## src/rtl/pixel_arb_pkg.sv

```systemverilog
// Shared widths, screen-size defaults and FSM state type for the pixel write
// arbiter that feeds the vga_adapter write port.
package pixel_arb_pkg;

  // vga_adapter coordinate and colour widths
  localparam int X_W = 8;
  localparam int Y_W = 7;
  localparam int C_W = 3;

  // Default visible area: 160 x 120
  localparam int X_MAX_DEF = 159;
  localparam int Y_MAX_DEF = 119;

  // ARB: serve requesters; CLEAR: full-screen fill sweep
  typedef enum logic {
    ARB   = 1'b0,
    CLEAR = 1'b1
  } state_t;

endpackage

```

## src/rtl/pixel_write_arbiter_rr_pick.sv

```systemverilog
// Round-robin selector: scans requests starting at ptr (wrapping) and returns
// the first asserted one as a one-hot pick. Purely combinational.
module rr_pick
  import pixel_arb_pkg::*;
#(
  parameter int NUM_REQ = 4,
  parameter int PTR_W   = 2
) (
  input  logic [NUM_REQ-1:0] req,
  input  logic [PTR_W-1:0]   ptr,
  output logic [NUM_REQ-1:0] pick,
  output logic               valid
);

  // First asserted request at or after ptr wins; indices wrap past NUM_REQ-1.
  always_comb begin
    int idx;
    pick  = '0;
    valid = 1'b0;
    idx   = 0;
    for (int off = 0; off < NUM_REQ; off++) begin
      idx = int'(ptr) + off;
      if (idx >= NUM_REQ) begin
        idx = idx - NUM_REQ;
      end
      if (!valid && req[idx]) begin
        pick[idx] = 1'b1;
        valid     = 1'b1;
      end
    end
  end

endmodule

```

## src/rtl/pixel_write_arbiter.sv

```systemverilog
// Pixel write arbiter: round-robin multiplexes NUM_REQ pixel requesters onto
// the single registered vga_adapter write port (x, y, colour, plot).
// Optional full-screen fill (CLEAR state, sweep counter, clear_busy) is
// compiled in only when PIXEL_ARB_CLEAR_EN is defined; otherwise the FSM stays
// in ARB, clear_start/clear_colour are ignored and clear_busy is 0.
module pixel_write_arbiter
  import pixel_arb_pkg::*;
#(
  parameter int NUM_REQ = 4,
  parameter int X_MAX   = X_MAX_DEF,
  parameter int Y_MAX   = Y_MAX_DEF
) (
  input  logic                   CLOCK_50,
  input  logic                   reset,
  input  logic [NUM_REQ-1:0]     req,
  input  logic [X_W*NUM_REQ-1:0] req_x,
  input  logic [Y_W*NUM_REQ-1:0] req_y,
  input  logic [C_W*NUM_REQ-1:0] req_colour,
  output logic [NUM_REQ-1:0]     grant,
  input  logic                   clear_start,
  input  logic [C_W-1:0]         clear_colour,
  output logic                   clear_busy,
  output logic [X_W-1:0]         x,
  output logic [Y_W-1:0]         y,
  output logic [C_W-1:0]         colour,
  output logic                   plot
);

  localparam int               PTR_W    = (NUM_REQ > 1) ? $clog2(NUM_REQ) : 1;
  localparam logic [X_W-1:0]   X_LAST   = X_W'(X_MAX);
  localparam logic [Y_W-1:0]   Y_LAST   = Y_W'(Y_MAX);
  localparam logic [PTR_W-1:0] PTR_LAST = PTR_W'(NUM_REQ - 1);

  state_t               state_reg, state_next;
  logic [PTR_W-1:0]     ptr_reg, ptr_next;
  logic [NUM_REQ-1:0]   grant_reg, grant_next;
  logic                 plot_reg, plot_next;
  logic                 busy_reg, busy_next;
  logic [X_W-1:0]       x_reg, x_next;
  logic [Y_W-1:0]       y_reg, y_next;
  logic [C_W-1:0]       colour_reg, colour_next;

`ifdef PIXEL_ARB_CLEAR_EN
  logic [X_W-1:0]       sweep_x_reg, sweep_x_next;
  logic [Y_W-1:0]       sweep_y_reg, sweep_y_next;
  logic [C_W-1:0]       fill_colour_reg, fill_colour_next;
`else
  // Fill inputs have no function in this build
  logic unused_clear;
  assign unused_clear = ^{clear_start, clear_colour};
`endif

  // Per-requester views of the packed data buses
  logic [X_W-1:0] req_x_arr      [NUM_REQ];
  logic [Y_W-1:0] req_y_arr      [NUM_REQ];
  logic [C_W-1:0] req_colour_arr [NUM_REQ];

  genvar gi;
  generate
    for (gi = 0; gi < NUM_REQ; gi++) begin : g_unpack
      assign req_x_arr[gi]      = req_x[X_W*gi +: X_W];
      assign req_y_arr[gi]      = req_y[Y_W*gi +: Y_W];
      assign req_colour_arr[gi] = req_colour[C_W*gi +: C_W];
    end
  endgenerate

  logic [NUM_REQ-1:0] pick;
  logic               pick_valid;
  logic [PTR_W-1:0]   pick_idx;
  logic [X_W-1:0]     sel_x;
  logic [Y_W-1:0]     sel_y;
  logic [C_W-1:0]     sel_colour;
  logic               sel_visible;

  rr_pick #(
    .NUM_REQ (NUM_REQ),
    .PTR_W   (PTR_W)
  ) u_rr_pick (
    .req   (req),
    .ptr   (ptr_reg),
    .pick  (pick),
    .valid (pick_valid)
  );

  // Encode the one-hot pick back to an index for data muxing and ptr update
  always_comb begin
    pick_idx = '0;
    for (int i = 0; i < NUM_REQ; i++) begin
      if (pick[i]) begin
        pick_idx = PTR_W'(i);
      end
    end
  end

  assign sel_x       = req_x_arr[pick_idx];
  assign sel_y       = req_y_arr[pick_idx];
  assign sel_colour  = req_colour_arr[pick_idx];
  // Off-screen pixels are consumed (granted) but never plotted
  assign sel_visible = (sel_x <= X_LAST) && (sel_y <= Y_LAST);

  // Next-state and next-output logic; write port holds its value when idle
  always_comb begin
    state_next  = state_reg;
    ptr_next    = ptr_reg;
    grant_next  = '0;
    plot_next   = 1'b0;
    busy_next   = 1'b0;
    x_next      = x_reg;
    y_next      = y_reg;
    colour_next = colour_reg;
`ifdef PIXEL_ARB_CLEAR_EN
    sweep_x_next     = sweep_x_reg;
    sweep_y_next     = sweep_y_reg;
    fill_colour_next = fill_colour_reg;
`endif
    case (state_reg)
      ARB: begin
`ifdef PIXEL_ARB_CLEAR_EN
        // A fill request beats any pending pixel; those stay ungranted
        if (clear_start) begin
          state_next       = CLEAR;
          sweep_x_next     = '0;
          sweep_y_next     = '0;
          fill_colour_next = clear_colour;
        end else if (pick_valid) begin
`else
        if (pick_valid) begin
`endif
          grant_next = pick;
          ptr_next   = (pick_idx == PTR_LAST) ? '0 : pick_idx + 1'b1;
          if (sel_visible) begin
            plot_next   = 1'b1;
            x_next      = sel_x;
            y_next      = sel_y;
            colour_next = sel_colour;
          end
        end
      end
`ifdef PIXEL_ARB_CLEAR_EN
      CLEAR: begin
        // Column-major sweep: y runs fastest, last pixel returns to ARB
        plot_next   = 1'b1;
        busy_next   = 1'b1;
        x_next      = sweep_x_reg;
        y_next      = sweep_y_reg;
        colour_next = fill_colour_reg;
        if (sweep_y_reg == Y_LAST) begin
          sweep_y_next = '0;
          if (sweep_x_reg == X_LAST) begin
            sweep_x_next = '0;
            state_next   = ARB;
          end else begin
            sweep_x_next = sweep_x_reg + 1'b1;
          end
        end else begin
          sweep_y_next = sweep_y_reg + 1'b1;
        end
      end
`endif
      default: begin
        state_next = ARB;
      end
    endcase
  end

  // State and registered write-port outputs
  always_ff @(posedge CLOCK_50) begin
    if (reset) begin
      state_reg  <= ARB;
      ptr_reg    <= '0;
      grant_reg  <= '0;
      plot_reg   <= 1'b0;
      busy_reg   <= 1'b0;
      x_reg      <= '0;
      y_reg      <= '0;
      colour_reg <= '0;
`ifdef PIXEL_ARB_CLEAR_EN
      sweep_x_reg     <= '0;
      sweep_y_reg     <= '0;
      fill_colour_reg <= '0;
`endif
    end else begin
      state_reg  <= state_next;
      ptr_reg    <= ptr_next;
      grant_reg  <= grant_next;
      plot_reg   <= plot_next;
      busy_reg   <= busy_next;
      x_reg      <= x_next;
      y_reg      <= y_next;
      colour_reg <= colour_next;
`ifdef PIXEL_ARB_CLEAR_EN
      sweep_x_reg     <= sweep_x_next;
      sweep_y_reg     <= sweep_y_next;
      fill_colour_reg <= fill_colour_next;
`endif
    end
  end

  assign grant      = grant_reg;
  assign plot       = plot_reg;
  assign clear_busy = busy_reg;
  assign x          = x_reg;
  assign y          = y_reg;
  assign colour     = colour_reg;

endmodule

```

## config.mk

```make
export PLATFORM = sky130hd
export DESIGN_NAME = pixel_write_arbiter
export DESIGN_NICKNAME = d
export VERILOG_FILES = /design/src/rtl/pixel_arb_pkg.sv /design/src/rtl/pixel_write_arbiter_rr_pick.sv /design/src/rtl/pixel_write_arbiter.sv
export SDC_FILE = /design/constraint.sdc
export NUM_CORES = 1
export LEC_CHECK = 0
export ABC_CLOCK_PERIOD_IN_PS = 9900
export CAP_MARGIN = 20
export CORE_UTILIZATION = 60
export DETAILED_ROUTE_END_ITERATION = 12
export DONT_BUFFER_PORTS = 1
export PLACE_DENSITY = 0.79
export SETUP_SLACK_MARGIN = 0.5
export SKIP_LAST_GASP = 1
export SLEW_MARGIN = 10
export SYNTH_ARGS = -nofsm -noshare
export SYNTH_HDL_FRONTEND = slang
export SYNTH_SLANG_ARGS = --single-unit
```

## constraint.sdc

```tcl
create_clock -name CLOCK_50 -period 9.9 [get_ports CLOCK_50]
set_input_delay 0.99 -clock CLOCK_50 [delete_from_list [all_inputs] [get_ports CLOCK_50]]
set_output_delay 0.99 -clock CLOCK_50 [all_outputs]
set_load 0.01 [all_outputs]
```

Word level (Yosys, flattened, before mapping). Cells that the tools add are included.

Bits in registers: 25. Latch bits: 0. Memory bits (writable): 0. ROM bits: 0. Bits of input ports: 82. Output and inout port bits: 24. Memories kept: 0.

Add/sub/neg operators: 8. $mul: 0. Div/mod/pow operators: 0. Magnitude comparators: 15. Equality and inequality tests: 1. Shift-type cells: 0. Muxes and demuxes: 46. Bitwise gates (word level): 5. Reductions and logical operators: 13.

Operators with widths (count): $ge 32x1->1 const B (4); $lt 32x4->1 const B (4); $mux 32 (4); $ge 32x4->1 const B (3); $sub 32x4->32 const B (3); $mux 1 (18); $bmux 8 s2 (1); $mux 4 (4); $mux 8 (2); $bmux 7 s2 (1); $mux 7 (2); $or 4x4->4 (3); $bmux 1 s2 (4); $demux 1 s2 (4); $le 8x8->1 const B (1); $logic_and 1x1->1 (8); $le 7x7->1 const B (1); $add 2x2->3 const B (2); $bmux 3 s2 (1); $mux 2 (3); $mux 3 (2); $sub 2x3->4 const B (1); $add 2x1->3 const B (1); $ge 2x3->1 const B (1); other kinds (8) (10).

Longest topological paths before layout. Gate-level depths: netlist of run 1.

Depth in word-level cells: 25. Mapped depth: 16. Gate-level depth less buffers: 11.

By module. From an unflattened synthesis of run 1, not the netlist that was laid out.

Cell total of the unflattened synthesis: 243. Area total of the unflattened synthesis: 2053.2 um^2.

Modules (own cells, without submodules): pixel_write_arbiter (instances 1, cells an instance 184, area each 1595.3 um^2, sequential area each 500.5 um^2); rr_pick (instances 1, cells an instance 59, area each 457.9 um^2, sequential area each 0.0 um^2).

Least setup slack after synthesis of run 1. OpenSTA, ideal clock, no wires.

Path type: flip-flop to flip-flop. Start point: reg ptr_reg[1]. End point: reg x_reg[0], in the netlist x[0]. Library setup time: 0.121 ns. Arrival time: 3.792 ns. Data required time: 9.779 ns. Path slack: 5.986 ns. Cell stages (with the launch flop): 16. Buffers on the path: 4. Period minus slack after synthesis: 3.914 ns. Cells stage by stage: dfxtp_1 clkbuf_1 inv_1 ha_1 buf_2 or3b_4 a2111oi_4 o21ai_1 o21a_1 nor2b_1 buf_6 a211o_1 or4_4 nand3_4 buf_12 mux2_4.

Cells in the longest elaborated chain, start to end: 25. Elaborated cells on any way between the ends: 78. Those cells by class: add/sub (7); order compare (14); mux (41); bitwise (4); reduce/logical (12).

RTL lines: start, declared (line pixel_write_arbiter.sv:35) `logic [PTR_W-1:0] ptr_reg, ptr_next;`; start signal, assigned (line pixel_write_arbiter.sv:184) `ptr_reg <= ptr_next;`; branches (longest 25 deep; another with $sub 32x4->32); end signal, assigned (line pixel_write_arbiter.sv:188) `x_reg <= x_next;`; end, declared (line pixel_write_arbiter.sv:39) `logic [X_W-1:0] x_reg, x_next;`.

Several ways; the timed one is not identified. The select of a mux whose other input is x is not followed. A chain may end at the register's enable or synchronous reset.

Final worst setup path of run 1.
Start point: reg ptr_reg[0]. End point: reg y_reg[2], in the netlist y[2].

Cells in the longest elaborated chain, start to end: 25. Elaborated cells on any way between the ends: 78. Those cells by class: add/sub (7); order compare (14); mux (41); bitwise (4); reduce/logical (12).

RTL lines: branches (longest 25 deep; another with $sub 32x4->32); end signal, assigned (line pixel_write_arbiter.sv:189) `y_reg <= y_next;`; end, declared (line pixel_write_arbiter.sv:40) `logic [Y_W-1:0] y_reg, y_next;`.

Several ways; the timed one is not identified. The select of a mux whose other input is x is not followed.

==> impl_metrics.prom, run 1 <==
# TYPE chip_impl_metric gauge
chip_impl_metric{name="final.setup_skew",unit="ns"} 0.0141
chip_impl_info{name="synth_flop_cell",value="sky130_fd_sc_hd__dfxtp_1"} 1
chip_impl_metric{name="hpwlAfterDp",unit="um"} 3590
chip_impl_metric{name="drive_gt1_frac",unit=""} 0.182
chip_impl_metric{name="filler_cell_count",unit=""} 308
chip_impl_metric{name="power.share.switching",unit=""} 0.483
chip_impl_metric{name="overflow",unit=""} 0
chip_impl_metric{name="dr.first_iter.drc_count",unit=""} 81
chip_impl_metric{name="power.internal",unit="mW"} 0.441
chip_impl_metric{name="largest_register_ffs",unit=""} 8
chip_impl_metric{name="timing_hold_violations_final",unit=""} 0
chip_impl_metric{name="min_period_over_period",unit=""} 0.517
chip_impl_metric{name="clockBufferDepth",unit=""} 2
chip_impl_metric{name="worstPathMaxFanout",unit=""} 21
chip_impl_info{name="setup.worst_path.end_class",value="flop"} 1
chip_impl_metric{name="clock_latency",unit="ns"} 0.33
chip_impl_info{name="holdPathEnd",value="y[3]"} 1
chip_impl_metric{name="yosys_register_bits",unit=""} 25
chip_impl_metric{name="gp_congestion",unit=""} 0.896
chip_impl_metric{name="postCtsHoldBufs",unit=""} 0
chip_impl_metric{name="syn_area",unit="mm^2"} 0.00218
chip_impl_metric{name="total_of_cells_resized_after_clock_tree_synthesis",unit=""} 0
chip_impl_metric{name="core_area",unit="mm^2"} 0.00342
chip_impl_info{name="cts_root_buf",value="sky130_fd_sc_hd__clkbuf_4"} 1
chip_impl_metric{name="p_switching",unit="mW"} 0.412
chip_impl_metric{name="slew_viol_final",unit=""} 0
chip_impl_metric{name="io_pins",unit=""} 106
chip_impl_metric{name="timing.hold.worst_path_depth",unit=""} 2
chip_impl_metric{name="max_freq",unit="MHz"} 195
chip_impl_metric{name="power_density",unit="mW/mm^2"} 402
chip_impl_metric{name="max-cap-violations",unit=""} 0
chip_impl_metric{name="finalSetupViolations",unit=""} 0
chip_impl_metric{name="grt_first_pass_wirelength",unit="um"} 7670
chip_impl_metric{name="final_antenna_net_count",unit=""} 0
chip_impl_metric{name="async_flop_share",unit=""} 0
chip_impl_info{name="tritoncts",value="yes"} 1
chip_impl_metric{name="avgRoutedWirePerCell",unit="um"} 17.8
chip_impl_metric{name="netlist-cell-type-count",unit=""} 52
chip_impl_info{name="synth.top_cells.by_count",value="sky130_fd_sc_hd__dfxtp_1, sky130_fd_sc_hd__nor2_1, sky130_fd_sc_hd__mux2i_1"} 1
chip_impl_metric{name="tritoncts.num_buffers",unit=""} 3
chip_impl_metric{name="period_needed",unit="ns"} 5.12
chip_impl_metric{name="dr.pass1.iters",unit=""} 5
chip_impl_metric{name="max-vdd-ir-drop",unit="uV"} 394
chip_impl_metric{name="grt.total_usage",unit=""} 0.248
chip_impl_metric{name="yosysSeqAreaShare",unit=""} 0.230
chip_impl_info{name="grt_setup_unrepaired",value="false"} 1
chip_impl_metric{name="starting_utilization_of_the_core_area",unit=""} 0.637
chip_impl_info{name="startpoint_type",value="flop"} 1
chip_impl_metric{name="tns_setup",unit="ns"} 0
chip_impl_metric{name="vias_in_the_first_global_route",unit=""} 1616
chip_impl_metric{name="synth_warnings",unit=""} 0
chip_impl_metric{name="layout_net_count",unit=""} 310
chip_impl_metric{name="avgSynthCellArea",unit="um^2"} 9.18
chip_impl_info{name="outcome",value="completed"} 1
chip_impl_metric{name="worstPathRequired",unit="ns"} 10.14
chip_impl_info{name="synth_area_leader_cell",value="sky130_fd_sc_hd__dfxtp_1"} 1
chip_impl_metric{name="ff2ff_setup_slack",unit="ns"} 4.78
chip_impl_info{name="synthMostInstantiatedCell",value="sky130_fd_sc_hd__dfxtp_1"} 1
chip_impl_metric{name="total_power",unit="mW"} 0.853
chip_impl_metric{name="grt_start_max_net_pins",unit=""} 32
chip_impl_metric{name="pwr-share-seq",unit=""} 0.227
chip_impl_metric{name="htree_num_levels",unit=""} 1
chip_impl_metric{name="worst-endpoint-arrival",unit="ns"} 5.36
chip_impl_metric{name="vias",unit=""} 1715
chip_impl_metric{name="power.clock.fraction",unit=""} 0.055
chip_impl_metric{name="post-cts-setup-buffer-count",unit=""} 0
chip_impl_metric{name="port_buffers",unit=""} 0
chip_impl_info{name="critical_path.reg2reg.startpoint",value="ptr_reg[0]"} 1
chip_impl_metric{name="reg2reg_depth",unit=""} 12
chip_impl_metric{name="p_r_area_growth_vs_syn",unit="%"} -2.53
chip_impl_metric{name="postRouteWirelength",unit="um"} 4750
chip_impl_metric{name="number_of_antenna_violations_at_the_first_check_in_global_routing",unit=""} 0
chip_impl_metric{name="via_per_inst",unit=""} 6.45
chip_impl_metric{name="floorplan.die.width",unit="um"} 62.2
chip_impl_metric{name="yosysTopAreaCellShare",unit=""} 0.230
chip_impl_metric{name="placement_rows",unit=""} 21
chip_impl_metric{name="mappedNetlistNets",unit=""} 326
chip_impl_metric{name="insertedDiodeCount",unit=""} 0
chip_impl_metric{name="die_y",unit="um"} 62.2
chip_impl_metric{name="tightest_slew",unit="ns"} 0.742
chip_impl_info{name="worst_hold_startpoint",value="y[3]"} 1
chip_impl_info{name="synth_area_leaders",value="sky130_fd_sc_hd__dfxtp_1, sky130_fd_sc_hd__mux2i_1, sky130_fd_sc_hd__a211oi_1, sky130_fd_sc_hd__mux2_2, sky130_fd_sc_hd__mux2_4"} 1
chip_impl_metric{name="drc_errors",unit=""} 0
chip_impl_metric{name="comb_power_share",unit=""} 0.718
chip_impl_metric{name="synth_edf_count",unit=""} 0
chip_impl_metric{name="num_clock_sinks",unit=""} 25
chip_impl_info{name="endpoint_of_the_lowest_slack_register_to_register_path",value="y[2]"} 1
chip_impl_metric{name="power_leakage",unit="nW"} 0.815
chip_impl_metric{name="syn-instance-count",unit=""} 237
chip_impl_info{name="timing.setup.critical_path_class",value="reg2reg"} 1
chip_impl_info{name="worst_hold_path_type",value="reg2reg"} 1
chip_impl_metric{name="dieArea",unit="mm^2"} 0.00387
chip_impl_metric{name="slew_headroom",unit=""} 0.501
chip_impl_metric{name="cts.clk_slew.worst_paths",unit="ns"} 0.14
[how the worst max path moves through the flow]
| stage | from | to | slack [ns] | cells past startpoint |
|---|---|---|---|---|
| 4_1_cts | ptr_reg[0] | x[3] | 4.81 | 12 |
| 3_5_place_dp | ptr_reg[0] | x[3] | 4.79 | 12 |
| 3_3_place_gp | ptr_reg[0] | x[3] | 4.85 | 12 |
| 6_report | ptr_reg[0] | y[2] | 4.78 | 12 |
| 2_1_floorplan | ptr_reg[1] | x[0] | 5.99 | 15 |
| 5_1_grt | ptr_reg[0] | y[2] | 4.43 | 12 |
[power by group through the flow]
| stage | logic (mW) | clock network (mW) | registers [mW] |
|---|---|---|---|
| 6_report | 0.613 | 0.0466 | 0.194 |
| 5_1_grt | 0.667 | 0.0536 | 0.200 |
| 4_1_cts | 0.610 | 0.0489 | 0.194 |
| 3_5_place_dp | 0.610 | 0 | 0.196 |
| 3_3_place_gp | 0.598 | 0 | 0.195 |
| 2_1_floorplan | 0.598 | 0 | 0.181 |
[cell families (layout without fill, tap and decap cells)]
group                      Yosys count  count (layout)  share of synthesized area
AOI/OAI and AO/OA                   65              65                      0.246
adders and majority gates            7               7                     0.0403
buffers and inverters               30              13                     0.0828
DFF                                 25              25                      0.230
muxes                               41              41                      0.227
other                                1               1                    0.00172
and+or+nand+nor                     68              68                      0.172
[per-layer routing]
layer / share of wire / vias up / track usage
met1: 0.44 / 811 / 0.302
met5: 0 / - / 0
met3: 0.059 / 5 / 0.0699
met4: 0.0095 / 0 / 0.0610
li1: - / 840 / -
met2: 0.49 / 59 / 0.429
[critical path, cell delays in order, from the launching register on]
cell and delay (ns):
sky130_fd_sc_hd__dfxtp_1 0.67, sky130_fd_sc_hd__inv_2 0.20, sky130_fd_sc_hd__ha_1 0.46, sky130_fd_sc_hd__or3b_4 0.44
sky130_fd_sc_hd__a2111oi_4 0.44, sky130_fd_sc_hd__o21ai_2 0.18, sky130_fd_sc_hd__nand2_1 0.52, sky130_fd_sc_hd__nor2b_1 0.27
sky130_fd_sc_hd__buf_4 0.26, sky130_fd_sc_hd__a211o_1 0.30, sky130_fd_sc_hd__or4_4 0.66, sky130_fd_sc_hd__nand3_4 0.26
sky130_fd_sc_hd__mux2_2 0.37
[cells in the final DEF (no fill, tap or decap), types with 5 or more instances in the layout]
cell type / count
sky130_fd_sc_hd__dfxtp_1: 25
sky130_fd_sc_hd__nand2b_1: 7
sky130_fd_sc_hd__a211o_1: 5
sky130_fd_sc_hd__nor2b_1: 9
sky130_fd_sc_hd__inv_1: 7
sky130_fd_sc_hd__a31oi_1: 7
sky130_fd_sc_hd__mux2i_1: 22
sky130_fd_sc_hd__mux2_4: 6
sky130_fd_sc_hd__mux2_2: 10
sky130_fd_sc_hd__nand2_1: 9
sky130_fd_sc_hd__ha_1: 7
sky130_fd_sc_hd__nor2_1: 23
sky130_fd_sc_hd__a211oi_1: 15
sky130_fd_sc_hd__a21oi_1: 13
[area by class of cell]
cell class	instances	area [um^2]	area share
Clock inverter	1	7.51	0.00354
Inverter	8	30.0	0.0142
Timing Repair Buffer	1	7.51	0.00354
Tap cell	46	57.6	0.0271
Clock buffer	3	22.5	0.0106
Sequential cell	25	500	0.236
Multi-Input combinational cell	182	1500	0.705
[metrics by stage]
step / setup slack, ns / utilization / area, um^2 / hold WS, ns / instances
after CTS: 4.81 / 0.621 / 2120 / 0.529 / 266
after floorplan: 5.99 / - / 2180 / 0.493 / 237
after detailed placement: 4.79 / 0.612 / 2090 / 0.505 / 262
final: 4.78 / 0.621 / 2120 / 0.527 / 266
after global routing: 4.43 / 0.621 / 2120 / 0.552 / 266
after global placement: 4.85 / 0.612 / 2090 / 0.497 / 262
(Power assumes the default switching activity.)
==> run 2: changes to the inputs <==
--- a/config.mk
+++ b/config.mk
@@ -5,9 +5,9 @@
 export SDC_FILE = /design/constraint.sdc
 export NUM_CORES = 1
 export LEC_CHECK = 0
-export ABC_CLOCK_PERIOD_IN_PS = 9900
+export ABC_CLOCK_PERIOD_IN_PS = 4600
 export CAP_MARGIN = 20
-export CORE_UTILIZATION = 60
+export CORE_UTILIZATION = 58
 export DETAILED_ROUTE_END_ITERATION = 12
 export DONT_BUFFER_PORTS = 1
 export PLACE_DENSITY = 0.79
==> constraint.sdc (replaced) <==
create_clock -name CLOCK_50 -period 4.6 [get_ports CLOCK_50]
set_input_delay 0.46 -clock CLOCK_50 [delete_from_list [all_inputs] [get_ports CLOCK_50]]
set_output_delay 0.46 -clock CLOCK_50 [all_outputs]
set_load 0.01 [all_outputs]
==> run 2 against run 1 <==
Net effect: sequential share of layout area fell by 1.3 points; final cell count increased by 4.9%; sequential power up 100%; sequential cell count unchanged; utilization up 2.7 points; register-to-register slack got worse by 4.1 ns; first-iteration DRC count decreased by 20%; critical path depth shrank 1; maximum frequency rose by 31%; die area rose by 3.3%; design area rose by 5.9%; combinational power up 150%; critical endpoint unchanged; largest cell class unchanged.
==> impl_metrics.prom, run 2 (synthesis results as in run 1) <==
# TYPE chip_impl_metric gauge
chip_impl_metric{name="insertedDiodeCount",unit=""} 0
chip_impl_metric{name="cts.clk_slew.worst_paths",unit="ns"} 0.08
chip_impl_info{name="timing.setup.critical_path_class",value="reg2reg"} 1
chip_impl_metric{name="reg2reg_depth",unit=""} 11
chip_impl_info{name="tritoncts",value="yes"} 1
chip_impl_metric{name="total_power",unit="mW"} 2.06
chip_impl_metric{name="largest_register_ffs",unit=""} 8
chip_impl_metric{name="max-vdd-ir-drop",unit="uV"} 592
chip_impl_metric{name="clock_latency",unit="ns"} 0.27
chip_impl_metric{name="grt_start_max_net_pins",unit=""} 32
chip_impl_metric{name="core_area",unit="mm^2"} 0.00347
chip_impl_metric{name="tritoncts.num_buffers",unit=""} 3
chip_impl_metric{name="grt.total_usage",unit=""} 0.237
chip_impl_metric{name="detail_route.wirelength.met1",unit="um"} 2010
chip_impl_metric{name="met3_wire_length",unit="um"} 389
chip_impl_info{name="route.top_layer_used",value="met4"} 1
chip_impl_metric{name="min_period_over_period",unit=""} 0.848
chip_impl_info{name="setup.worst_path.end_class",value="flop"} 1
chip_impl_metric{name="power_leakage",unit="nW"} 0.889
chip_impl_metric{name="dr.pass1.iters",unit=""} 4
chip_impl_metric{name="hold-worst-slack",unit="ns"} 0.244
chip_impl_metric{name="avgRoutedWirePerCell",unit="um"} 18.0
chip_impl_metric{name="slew_viol_final",unit=""} 0
chip_impl_info{name="layout_commonest_cell",value="sky130_fd_sc_hd__dfxtp_1"} 1
chip_impl_metric{name="port_buffers",unit=""} 0
chip_impl_metric{name="dr.first_iter.drc_count",unit=""} 65
chip_impl_metric{name="dieArea",unit="mm^2"} 0.00400
chip_impl_info{name="grt_setup_unrepaired",value="false"} 1
chip_impl_metric{name="vias",unit=""} 1799
chip_impl_metric{name="postCtsHoldBufs",unit=""} 0
chip_impl_metric{name="overflow",unit=""} 0
chip_impl_metric{name="placement_rows",unit=""} 21
chip_impl_info{name="outcome",value="completed"} 1
chip_impl_metric{name="final_antenna_net_count",unit=""} 0
chip_impl_metric{name="hpwlAfterDp",unit="um"} 3660
chip_impl_metric{name="worstPathMaxFanout",unit=""} 9
chip_impl_metric{name="dr_wl_met2",unit="um"} 2540
chip_impl_info{name="final_cell_mix",value="sky130_fd_sc_hd__dfxtp_1, sky130_fd_sc_hd__nor2_1, sky130_fd_sc_hd__mux2i_1"} 1
chip_impl_info{name="worstSetupStartpoint",value="ptr_reg[0]"} 1
chip_impl_info{name="startpoint_type",value="flop"} 1
chip_impl_info{name="critical_path.top_delay_family",value="simple AND/OR/NAND/NOR gates"} 1
chip_impl_metric{name="tightest_slew",unit="ns"} 0.719
chip_impl_info{name="holdPathEnd",value="y[5]"} 1
chip_impl_metric{name="number_of_antenna_violations_at_the_first_check_in_global_routing",unit=""} 0
chip_impl_metric{name="worstPathRequired",unit="ns"} 4.76
chip_impl_metric{name="drc_errors",unit=""} 0
chip_impl_metric{name="vias_in_the_first_global_route",unit=""} 1655
chip_impl_metric{name="stdcell_area",unit="mm^2"} 0.00225
chip_impl_metric{name="dp.cells",unit=""} 267
chip_impl_metric{name="filler_cell_count",unit=""} 319
chip_impl_metric{name="drive_gt1_frac",unit=""} 0.232
chip_impl_metric{name="p_r_area_growth_vs_syn",unit="%"} 3.22
chip_impl_metric{name="slew_headroom",unit=""} 0.516
chip_impl_metric{name="critPathMaxStageDelay",unit="ns"} 0.61
chip_impl_metric{name="starting_utilization_of_the_core_area",unit=""} 0.627
chip_impl_metric{name="power_density",unit="mW/mm^2"} 916
chip_impl_metric{name="dpl-instance-area",unit="mm^2"} 0.00213
chip_impl_metric{name="htree_num_levels",unit=""} 1
chip_impl_metric{name="period_needed",unit="ns"} 3.90
chip_impl_metric{name="final.setup_skew",unit="ns"} 0.00348
chip_impl_metric{name="postRouteWirelength",unit="um"} 5020
chip_impl_metric{name="io_pins",unit=""} 106
chip_impl_info{name="timing.critical_path.cells",value="inv_2 -> ha_1 -> or3b_4 -> a2111oi_4 -> o21ai_1 -> o21a_1 -> nor2b_1 -> a211o_1 -> or4_4 -> nand3_4 -> mux2_2"} 1
chip_impl_metric{name="max-cap-violations",unit=""} 0
chip_impl_metric{name="layout_net_count",unit=""} 323
chip_impl_info{name="worst_hold_startpoint",value="reset"} 1
chip_impl_metric{name="timing.hold.worst_path_depth",unit=""} 1
chip_impl_info{name="critPathSlowestCell",value="sky130_fd_sc_hd__or4_4"} 1
chip_impl_metric{name="critPathBufInv",unit=""} 1
chip_impl_metric{name="worst-endpoint-arrival",unit="ns"} 4.07
chip_impl_metric{name="tns_setup",unit="ns"} 0
chip_impl_info{name="worst_hold_path_type",value="in2reg"} 1
chip_impl_metric{name="finalNonFillerCells",unit=""} 279
chip_impl_metric{name="num_clock_sinks",unit=""} 25
chip_impl_info{name="critical_path.reg2reg.startpoint",value="ptr_reg[0]"} 1
chip_impl_metric{name="clockBufferDepth",unit=""} 2
chip_impl_metric{name="finalSetupViolations",unit=""} 0
chip_impl_metric{name="grt_first_pass_wirelength",unit="um"} 7570
chip_impl_info{name="endpoint_of_the_lowest_slack_register_to_register_path",value="y[2]"} 1
chip_impl_metric{name="die_y",unit="um"} 63.3
chip_impl_metric{name="timing_hold_violations_final",unit=""} 0
chip_impl_metric{name="gp_congestion",unit=""} 0.837
chip_impl_metric{name="max_freq",unit="MHz"} 256
chip_impl_metric{name="floorplan.die.width",unit="um"} 63.3
chip_impl_info{name="cts_root_buf",value="sky130_fd_sc_hd__clkbuf_8"} 1
chip_impl_metric{name="ff2ff_setup_slack",unit="ns"} 0.70
chip_impl_metric{name="via_per_inst",unit=""} 6.45
==> run 2: timing repair <==
action                                  4_1_cts  5_1_grt
endpoints found under the setup margin        0       15
hold endpoints to repair                      0        0
setup buffers                                 0        6
resized for setup                             0        3
==> run 2: how the worst max path moves through the flow <==
stage,endpoint,depth (start not counted)
6_report,y[2],11
5_1_grt,y[3],11
2_1_floorplan,x[0],15
3_5_place_dp,y[2],11
3_3_place_gp,x[3],11
4_1_cts,y[2],11
==> run 2: area by class of cell <==
type | count | area, um^2 | area share
Multi-Input combinational cell | 184 | 1520 | 0.678
Tap cell | 46 | 57.6 | 0.0256
Sequential cell | 25 | 500 | 0.223
Clock buffer | 4 | 45.0 | 0.0201
Inverter | 8 | 30.0 | 0.0134
Timing Repair Buffer | 12 | 90.1 | 0.0401
==> run 2: layer usage <==
layer	GRT usage	vias up
met5	0	-
met4	0.0710	0
met3	0.0707	9
met2	0.421	70
met1	0.273	847
li1	-	873
==> run 2: worst reg2reg max path: stages, from the launching register on <==
cell,delay (ns)
sky130_fd_sc_hd__dfxtp_1,0.35
sky130_fd_sc_hd__inv_2,0.09
sky130_fd_sc_hd__ha_1,0.42
sky130_fd_sc_hd__or3b_4,0.44
sky130_fd_sc_hd__a2111oi_4,0.44
sky130_fd_sc_hd__o21ai_1,0.10
sky130_fd_sc_hd__o21a_1,0.22
sky130_fd_sc_hd__nor2b_1,0.27
sky130_fd_sc_hd__a211o_1,0.31
sky130_fd_sc_hd__or4_4,0.61
sky130_fd_sc_hd__nand3_4,0.18
sky130_fd_sc_hd__mux2_2,0.36
==> run 2: where the power goes <==
group | switching [mW] | leakage [nW] | internal, mW
clock | 0.0660 | 0.0228 | 0.0620
sequential | 0.0867 | 0.208 | 0.310
combinational | 0.803 | 0.659 | 0.729
total | 0.956 | 0.889 | 1.10
==> run 2: stage by stage <==
stage	util	worst slack (ns)
after floorplan	-	0.686
after global placement	0.614	0.564
after detailed placement	0.614	0.526
after CTS	0.627	0.509
after global routing	0.648	0.500
final	0.648	0.698
